**config.mk**
```make
export PLATFORM = sky130hd
export DESIGN_NAME = combat_unit
export DESIGN_NICKNAME = d
export VERILOG_FILES = /design/src/rtl/combat_pkg.sv /design/src/rtl/combat_unit.sv
export SDC_FILE = /design/constraint.sdc
export NUM_CORES = 1
export LEC_CHECK = 0
export CORE_MARGIN = 4
export CORE_UTILIZATION = 53
export DETAILED_ROUTE_END_ITERATION = 10
export PLACE_DENSITY = 0.81
export REMOVE_ABC_BUFFERS = 1
export SLEW_MARGIN = 20
export SYNTH_ARGS = -nofsm -noshare
export SYNTH_HDL_FRONTEND = slang
export SYNTH_SLANG_ARGS = --single-unit
```
**constraint.sdc**
```tcl
create_clock -name clk -period 3.5 [get_ports clk]
set_clock_uncertainty 0.15 [all_clocks]
set_input_delay 0.525 -clock clk [delete_from_list [all_inputs] [get_ports clk]]
set_output_delay 0.525 -clock clk [all_outputs]
set_load 0.01 [all_outputs]
```
**src/rtl/combat_pkg.sv**
```systemverilog
// Shared encodings and the unit stat table for the lane combat units.
package combat_pkg;

  localparam int STAT_W = 8;

  localparam logic [1:0] TYPE_NONE = 2'b00;
  localparam logic [1:0] TYPE_T1   = 2'b01;
  localparam logic [1:0] TYPE_T2   = 2'b10;
  localparam logic [1:0] TYPE_T3   = 2'b11;

  typedef enum logic [1:0] {
    ST_IDLE   = 2'd0,
    ST_DEPLOY = 2'd1,
    ST_ALIVE  = 2'd2,
    ST_DYING  = 2'd3
  } unit_state_e;

  typedef struct packed {
    logic [STAT_W-1:0] health;
    logic [STAT_W-1:0] power;
  } unit_stats_t;

  // typeSel is {SW1,SW2,SW3}; anything that is not exactly one-hot decodes to none.
  function automatic logic [1:0] decode_type(input logic [2:0] sel);
    case (sel)
      3'b100:  decode_type = TYPE_T1;
      3'b010:  decode_type = TYPE_T2;
      3'b001:  decode_type = TYPE_T3;
      default: decode_type = TYPE_NONE;
    endcase
  endfunction

  function automatic unit_stats_t stat_lookup(input logic [1:0] unit_type);
    case (unit_type)
      TYPE_T1: stat_lookup = '{health: 8'd255, power: 8'd32};
      TYPE_T2: stat_lookup = '{health: 8'd255, power: 8'd64};
      TYPE_T3: stat_lookup = '{health: 8'd255, power: 8'd128};
      default: stat_lookup = '{health: 8'd0,   power: 8'd0};
    endcase
  endfunction

endpackage

```
**src/rtl/combat_unit.sv**
```systemverilog
// One lane unit: purchase handshake, deploy, march toward the goal, fight with a
// strike cooldown, take damage, and hold in DYING before becoming purchasable again.
module combat_unit
  import combat_pkg::*;
#(
  parameter int POS_W     = 9,
  parameter int HP_W      = 8,
  parameter int DMG_W     = 8,
  parameter int MARCH_DIR = 0,
  parameter int SPAWN_POS = 511,
  parameter int GOAL_POS  = 0,
  parameter int RANGE     = 0,
  parameter int ATK_CD    = 2,
  parameter int DEATH_CYC = 10
) (
  input  logic             clk,
  input  logic             reset,
  input  logic             moveSCEN,
  input  logic             damageSCEN,
  input  logic [DMG_W-1:0] damageIn,
  input  logic [2:0]       typeSel,
  input  logic             purchase,
  input  logic             enemyValid,
  input  logic [POS_W-1:0] enemyFront,
  output logic             purchaseAck,
  output logic [POS_W-1:0] position,
  output logic [DMG_W-1:0] damageOut,
  output logic             atkPulse,
  output logic             goalReached,
  output logic             alive,
  output logic [1:0]       unitType
);

  localparam int CD_W  = (ATK_CD > 0) ? $clog2(ATK_CD + 1) : 1;
  localparam int DC_W  = (DEATH_CYC > 1) ? $clog2(DEATH_CYC + 1) : 1;
  localparam int CMP_W = (DMG_W > HP_W) ? DMG_W : HP_W;

  unit_state_e      state_r;
  logic [HP_W-1:0]  health_r;
  logic [DMG_W-1:0] power_r;
  logic [CD_W-1:0]  cd_r;
  logic [DC_W-1:0]  death_cnt_r;
  logic [1:0]       pend_type_r;
  logic             purchase_ack_r;
  logic [POS_W-1:0] position_r;
  logic [DMG_W-1:0] damage_out_r;
  logic             atk_pulse_r;
  logic             goal_reached_r;
  logic             alive_r;
  logic [1:0]       unit_type_r;

  logic [1:0]       sel_type_s;
  logic             engage_s;
  logic             lethal_s;
  logic [POS_W-1:0] step_pos_s;
  unit_stats_t      stats_s;

  assign sel_type_s = decode_type(typeSel);
  assign stats_s    = stat_lookup(pend_type_r);
  assign lethal_s   = CMP_W'(damageIn) >= CMP_W'(health_r);

  // Engage test and next march position; compared one bit wider so RANGE cannot wrap.
  always_comb begin
    engage_s   = 1'b0;
    step_pos_s = position_r;
    if (MARCH_DIR == 0) begin
      step_pos_s = position_r - POS_W'(1);
      engage_s   = enemyValid &&
                   (({1'b0, enemyFront} + (POS_W+1)'(RANGE)) >= {1'b0, position_r});
    end else begin
      step_pos_s = position_r + POS_W'(1);
      engage_s   = enemyValid &&
                   (({1'b0, position_r} + (POS_W+1)'(RANGE)) >= {1'b0, enemyFront});
    end
  end

  // Unit lifecycle FSM with all outputs registered.
  always_ff @(posedge clk) begin
    if (reset) begin
      state_r        <= ST_IDLE;
      health_r       <= '0;
      power_r        <= '0;
      cd_r           <= '0;
      death_cnt_r    <= '0;
      pend_type_r    <= TYPE_NONE;
      purchase_ack_r <= 1'b0;
      position_r     <= '1;
      damage_out_r   <= '0;
      atk_pulse_r    <= 1'b0;
      goal_reached_r <= 1'b0;
      alive_r        <= 1'b0;
      unit_type_r    <= TYPE_NONE;
    end else begin
      purchase_ack_r <= 1'b0;
      atk_pulse_r    <= 1'b0;
      goal_reached_r <= 1'b0;
      case (state_r)
        ST_IDLE: begin
          if (purchase && (sel_type_s != TYPE_NONE)) begin
            purchase_ack_r <= 1'b1;
            pend_type_r    <= sel_type_s;
            state_r        <= ST_DEPLOY;
          end
        end
        ST_DEPLOY: begin
          health_r     <= HP_W'(stats_s.health);
          power_r      <= DMG_W'(stats_s.power);
          position_r   <= POS_W'(SPAWN_POS);
          unit_type_r  <= pend_type_r;
          cd_r         <= '0;
          damage_out_r <= '0;
          alive_r      <= 1'b1;
          state_r      <= ST_ALIVE;
        end
        ST_ALIVE: begin
          // Damage resolves first; a lethal hit swallows any same-cycle move or strike.
          if (damageSCEN && lethal_s) begin
            health_r     <= '0;
            unit_type_r  <= TYPE_NONE;
            damage_out_r <= '0;
            position_r   <= '1;
            alive_r      <= 1'b0;
            death_cnt_r  <= '0;
            state_r      <= ST_DYING;
          end else begin
            if (damageSCEN) begin
              health_r <= health_r - HP_W'(damageIn);
            end
            if (moveSCEN) begin
              if (!engage_s) begin
                damage_out_r <= '0;
                if (step_pos_s == POS_W'(GOAL_POS)) begin
                  goal_reached_r <= 1'b1;
                  position_r     <= '1;
                  health_r       <= '0;
                  unit_type_r    <= TYPE_NONE;
                  alive_r        <= 1'b0;
                  state_r        <= ST_IDLE;
                end else begin
                  position_r <= step_pos_s;
                end
              end else if (cd_r == '0) begin
                damage_out_r <= power_r;
                atk_pulse_r  <= 1'b1;
                cd_r         <= CD_W'(ATK_CD);
              end else begin
                damage_out_r <= '0;
                cd_r         <= cd_r - CD_W'(1);
              end
            end
          end
        end
        ST_DYING: begin
          if (death_cnt_r == DC_W'(DEATH_CYC - 1)) begin
            state_r <= ST_IDLE;
          end else begin
            death_cnt_r <= death_cnt_r + DC_W'(1);
          end
        end
        default: begin
          state_r    <= ST_IDLE;
          position_r <= '1;
          alive_r    <= 1'b0;
        end
      endcase
    end
  end

  assign purchaseAck = purchase_ack_r;
  assign position    = position_r;
  assign damageOut   = damage_out_r;
  assign atkPulse    = atk_pulse_r;
  assign goalReached = goal_reached_r;
  assign alive       = alive_r;
  assign unitType    = unit_type_r;

endmodule

```
==> results_dict.tcl, run 1 <==
set metrics [dict create \
    outcome "finished, final reports clean" \
    clock-sinks 39 \
    dieWidth_um 78.14 \
    die_h_um 78.14 \
    synth_flop_cell "dfxtp_1" \
    element_type_at_the_critical_path_start "register" \
    drtAntennaViolNets 0 \
    detailed_place.area_mm2 0.003120 \
    vias 2393 \
    fp.dieArea_mm2 0.006106 \
    clk_latency_ns 0.29 \
    buffer_ports.inserted 43 \
    ir_worst_vdd_mv 0.2336 \
    first_iter_violations 101 \
    gp_congestion 0.9202 \
    drt-pass1-iter-count 5 \
    root_buffer "clkbuf_8" \
    pint_uw 1014 \
    number_of_hold_buffers_added_after_cts 0 \
    synth_area_mm2 0.002608 \
    post_cts_buffers 0 \
    yosys_register_bits 39 \
    synth.cells.most_frequent "39 x dfxtp_1, 38 x nor2_1, 28 x ha_1" \
    crit_path_slowest_cell "or4b_1" \
    timing.final.max_slew_violations 0 \
    post_synthesis_instance_total 317 \
    htree_num_levels 2 \
    sequentialPowerShare 0.344 \
    post_cts_resize_count 0 \
    maxSlewHeadroom 0.6180 \
    layout.nets 421 \
    grt_setup_unrepaired "no" \
    initial_utilization 0.5484 \
    total_leakage_power_uw 0.001368 \
    totalWireLength_um 6029 \
    critical_path_arrival_ns 3.00 \
    power_density_mw_per_mm2 464.3 \
    diodes_inserted 0 \
    period_minus_slack_ns 2.973 \
    power.net_switching_uw 496.2 \
    post_drt_wl_per_cell_um 13.89 \
    netlist_top_cells_area "dfxtp_1 30%, ha_1 13%, nor2_1 5.5%" \
    setup-tns-final_ns 0 \
    synthesis.area_per_instance_um2 8.226 \
    synth_async_sr_flop_share 0 \
    areaGrowthSynthToFinish_pct 24.76 \
    worst-path-buf-inv 1 \
    maxCapViolCount 0 \
    path_delay_family "simple AND/OR/NAND/NOR gates" \
    synth-warning-count 0 \
    synth.most_common_cell "dfxtp_1" \
    synth-adder-area-share 0.1420 \
    post-synth-top-area-fraction 0.2994 \
    cp_max_fo 8 \
    synth_edf_count 0 \
    final_area_mm2 0.003253 \
    post-layout-total-power_uw 1511 \
    path_class "reg -> reg" \
    critical_path.max_stage_delay_ns 0.64 \
    synth.yosys.seq_area_share 0.2994 \
    holdCritPathClass "reg -> reg" \
    yosys.area_share.xor_xnor 0.04367 \
    critical_path_cell_list "inv_1, ha_1, or3b_4, nand3b_1, xnor2_1, or4b_1, a21oi_2, nor2_1" \
    final_layout_size_suffix_gt1_frac 0.05177 \
    groute.usage.overall 0.2024 \
    grt_start_max_net_pins 24 \
    tritoncts.num_buffers 5 \
    utilization 0.6842 \
    post_detailed_route_via_to_cell_ratio 5.514 \
    std_cell_rows 25 \
    cts.clk_slew.worst_paths_ns 0.08 \
    antenna_found_initial 0 \
    post_synth_top_area_cell "dfxtp_1" \
    worstSetupEndpointType "register" \
    design.portCount 49 \
    synth_top_family_by_area "simple AND/OR/NAND/NOR gates" \
    clock.fmax_mhz 336.3 \
    sw_frac_of_total 0.3285 \
    final.period_utilization 0.8495 \
    report.final.setup_viol 0 \
    max-clock-path-buffers 2 \
    required_ns 3.53 \
    grt_first_pass_wirelength_um 10340 \
    first_global_vias 2334 \
    ys_types 56 \
    synth_compound_area_frac 0.2083 \
    global_route.overflow_total 0 \
    clock_power_share 0.295 \
    area_of_the_core_region_mm2 0.004755 \
    synth.area.mux_share 0.01583 \
    dp_hpwl_um 4748 \
    worst_pin_slew_ns 0.5718 \
    remaining_drc_errors 0 \
    tritoncts "done" \
    final-hold-violation-count 0 \
    simple_gate_fraction_of_synth_area 0.2270 \
    comb_power_share 0.361 \
]
-- sequential cells by signal (all words and copies together) (netlist names) --
signal       count
health_r         8
goalReached      1
power_r          3
pend_type_r      2
alive            1
position         9
purchaseAck      1
damageOut        3
death_cnt_r      4
unitType         2
state_r          2
cd_r             2
atkPulse         1
-- power groups by stage --
stage               Sequential [µW]  Combinational [µW]  Clock (µW)
floorplan                       526                 387           0
global placement                528                 525           0
detailed placement              531                 534           0
CTS                             520                 540         449
global route                    526                 615         466
finish                          520                 545         445
-- layout make-up --
type	count	area, µm²
Timing Repair Buffer	49	475.5
Clock inverter	2	60.06
Sequential cell	39	780.7
Tap cell	67	83.83
Multi-Input combinational cell	244	1679
Clock buffer	6	72.57
Fill cell	409	1501
Inverter	27	101.3
-- worst min-delay path, delay by kind of cell, from the launching register on --
family | cells | cell delay, ns
AND/OR/NAND/NOR | 1 | 0.07
flip-flops | 1 | 0.32
AO/OA/AOI/OAI | 1 | 0.05
-- kinds of logic after synthesis --
family | Yosys count
other | 1
adder cells (fa/ha/maj) | 29
buffers and inverters | 38
AND/OR/NAND/NOR | 116
multiplexers | 4
AO/OA/AOI/OAI | 77
XOR/XNOR | 13
flip-flops | 39
-- routing by layer --
metal / vias to the layer above / part of all wire / global-route usage
li1: 1222 / - / -
met4: 0 / 0.016 / 0.06818
met5: - / 0 / 0
met1: 1088 / 0.44 / 0.2484
met2: 72 / 0.49 / 0.3570
met3: 11 / 0.059 / 0.03440
-- layout by cell type, fill, tap and decap left out, drive strengths merged, types with 4 or more instances in the layout --
master,synthesis,layout
and3,5,5
conb,1,5
nand2,19,19
buf,7,6
ha,28,28
nand4,4,4
xor2,5,5
o22ai,4,4
and2,5,5
clkdlybuf4s50,0,43
nand3,7,7
dfxtp,39,39
a211oi,6,6
nor2b,4,4
a21oi,22,22
xnor2,8,8
a221oi,5,5
nor3,11,11
nand2b,4,4
o21bai,4,4
nor2,38,38
o21ai,8,8
nand3b,7,7
inv,27,27
clkbuf,4,6
-- final timing paths --
check / endpoint / slack [ns] / from / cells after the start
hold / removal: power_r[6] / 0.33 / power_r[6] / 2
setup reg to reg: health_r[3] / 0.53 / position[0] / 8
hold reg to reg: power_r[6] / 0.33 / power_r[6] / 2
setup / recovery: health_r[3] / 0.53 / position[0] / 8
-- metrics by stage --
step | std cells | setup WS [ns] | hold slack, ns
2_1_floorplan | 310 | 0.7155 | 0.2897
3_3_place_gp | 426 | 0.3115 | 0.3102
3_5_place_dp | 426 | 0.2653 | 0.3154
4_1_cts | 434 | 0.5069 | 0.3266
5_1_grt | 434 | 0.3220 | 0.3493
6_report | 434 | 0.5268 | 0.3344
(Power assumes the default switching activity.)
==> run 2, diff against run 1 <==
CORE_UTILIZATION = 47   (was 53)
PLACE_DENSITY = 0.76   (was 0.81)
clock period = 2.39 ns   (was 3.5 ns; I/O delays follow)
==> run 2 against run 1 <==
The run now ends with negative setup slack left; critical endpoint is now state_r[0]; die area increased by 11%; cell area increased by 27%; total power increased by 71%; largest cell class unchanged; critical path type unchanged; register-to-register slack got worse by 0.77 ns; non-clock buffer count increased by 72.
==> results_dict.tcl, run 2 (synthesized netlist as in run 1, its figures left out) <==
set metrics [dict create \
    path_class "reg -> reg" \
    power_density_mw_per_mm2 623.0 \
    initial_utilization 0.4979 \
    multi_input_area_mm2 0.001977 \
    largest_register_ff_count 9 \
    worst_hold_startpoint "power_r[5]" \
    first_global_vias 2685 \
    gp_congestion 0.8470 \
    tritoncts "done" \
    cp_max_fo 3 \
    required_ns 2.44 \
    comb_power_share 0.443 \
    cell_count_of_the_worst_reg_to_reg_path 8 \
    clk_latency_ns 0.29 \
    buffer_ports.inserted 43 \
    worstSetupEndpointType "register" \
    areaGrowthSynthToFinish_pct 58.54 \
    report.final.setup_viol 22 \
    clock.fmax_mhz 380.0 \
    maxSlewHeadroom 0.6337 \
    tritoncts.num_buffers 5 \
    drt-pass1-iter-count 4 \
    global_route.overflow_total 0 \
    post_detailed_route_via_to_cell_ratio 5.450 \
    ir_worst_vdd_mv 0.3944 \
    worst-path-buf-inv 1 \
    area_of_the_core_region_mm2 0.005238 \
    totalWireLength_um 7777 \
    diodes_inserted 0 \
    seq_area_um2 782.0 \
    design.portCount 49 \
    root_buffer "clkbuf_8" \
    post_drt_wl_per_cell_um 15.28 \
    grt_start_max_net_pins 24 \
    dieWidth_um 82.49 \
    critical_path_cell_list "inv_2, ha_4, or3b_4, nand3b_1, xnor2_2, or4b_4, a2111o_1, o31ai_2" \
    worst_pin_slew_ns 0.5342 \
    std_cell_rows 26 \
    final-hold-violation-count 0 \
    hold_path_end "power_r[5]" \
    worst_setup_path_startpoint "position[1]" \
    grt_first_pass_wirelength_um 11720 \
    power.net_switching_uw 881.3 \
    htree_num_levels 2 \
    groute.usage.overall 0.2212 \
    clock-sinks 39 \
    clock_power_share 0.254 \
    rrSetupSlack_ns -0.24 \
    critical_path.max_stage_delay_ns 0.58 \
    maxCapViolCount 0 \
    violated_checks "negative setup slack" \
    drtAntennaViolNets 0 \
    first_iter_violations 133 \
    timing.final.max_slew_violations 0 \
    path_delay_family "simple AND/OR/NAND/NOR gates" \
    element_type_at_the_critical_path_start "register" \
    worst_hold_path.num_cells 2 \
    sequentialPowerShare 0.303 \
    number_of_hold_buffers_added_after_cts 0 \
    remaining_drc_errors 0 \
    final_layout_size_suffix_gt1_frac 0.3189 \
    cts.clk_slew.worst_paths_ns 0.08 \
    die_h_um 82.49 \
    sw_frac_of_total 0.3422 \
    dp_hpwl_um 5321 \
    fillCellCount 340 \
    timing.critical_path.depth 8 \
    grt_setup_unrepaired "yes" \
    post-layout-total-power_uw 2576 \
    finalWorstSetupSlack_ns -0.2417 \
    total_leakage_power_uw 0.001810 \
    antenna_found_initial 0 \
    regToRegStartpoint "position[1]" \
    vias 2774 \
    crit_path_slowest_cell "or4b_4" \
    period_minus_slack_ns 2.632 \
    mostFrequentLayoutCells "72 x buf_4, 38 x dfxtp_1, 37 x nor2_1, 37 x clkdlybuf4s50_1, 20 x ha_1" \
    final_area_mm2 0.004134 \
    max-clock-path-buffers 2 \
    most_common_library_cell_in_the_layout_ignoring_fill_and_taps "buf_4" \
    outcome "complete, but fails checks" \
    regToRegEndpoint "state_r[0]" \
    pint_uw 1694 \
    critical_path_arrival_ns 2.68 \
    final.period_utilization 1.101 \
    detailed_place.area_mm2 0.003552 \
    layout.nets 493 \
    holdCritPathClass "reg -> reg" \
    fp.dieArea_mm2 0.006804 \
]
==> run 2: cell count changes in the layout (fill, tap and decap cells not counted), sizes merged <==
cell           before  now
buf                 6   78
clkdlybuf4s50      43   37
dlymetal6s2s        0    6
==> run 2: power groups by stage <==
| stage | registers (µW) | logic (µW) | clock network, µW |
|---|---|---|---|
| floorplan | 770 | 567 | 0 |
| global placement | 778 | 885 | 0 |
| detailed placement | 778 | 909 | 0 |
| CTS | 771 | 1020 | 661 |
| global route | 788 | 1250 | 689 |
| finish | 779 | 1140 | 654 |
==> run 2: how the worst max path moves through the flow <==
stage                       endpoint  slack, ns
after global placement       cd_r[1]      -0.59
final                     state_r[0]      -0.24
after floorplan           state_r[0]      -0.39
after detailed placement     cd_r[1]      -0.68
after global routing      state_r[0]      -0.32
after CTS                 state_r[0]      -0.22
==> run 2: per-stage QoR <==
stage | hold WS [ns] | setup WS, ns | utilization | std cells | TNS [ns]
global route | 0.3667 | -0.3211 | 0.7893 | 509 | -5.001
global placement | 0.3215 | -0.5946 | 0.6782 | 486 | -14.74
finish | 0.3486 | -0.2417 | 0.7893 | 509 | -3.136
CTS | 0.3337 | -0.2218 | 0.7470 | 501 | -2.699
detailed placement | 0.3200 | -0.6754 | 0.6782 | 486 | -16.24
floorplan | 0.2776 | -0.3945 | - | 310 | -3.864
==> run 2: timing repair <==
action,in CTS,in global routing
endpoints found under the setup margin,32,31
resized for setup,41,34
setup buffers,7,8
pin swaps,20,8
==> run 2: layout make-up <==
class                      instances  share of cell area
multi-input combinational        244              0.4782
sequential                        39              0.1892
tap                               70             0.02119
clock inverter                     2             0.01453
clock buffer                       6             0.01755
inverter                          27             0.02452
timing repair buffer             121              0.2548
==> run 2: layer usage <==
layer  track usage  share of wire  wire length (µm)
met5             0              0                 0
met4       0.04817         0.0094                73
met3       0.03796          0.035               275
met2        0.4319           0.55              4298
met1        0.2454           0.40              3129
==> run 2: worst min-delay path, stage by stage (launching register included) <==
cell	delay [ns]
dfxtp_1	0.34
nand2b_1	0.07
a21oi_1	0.05
==> run 3, diff against run 2 <==
HOLD_SLACK_MARGIN = 0.02   (was not set)
==> results of run 3 <==
Same layout as run 2: the final DEF is identical, and so are final timing and power.
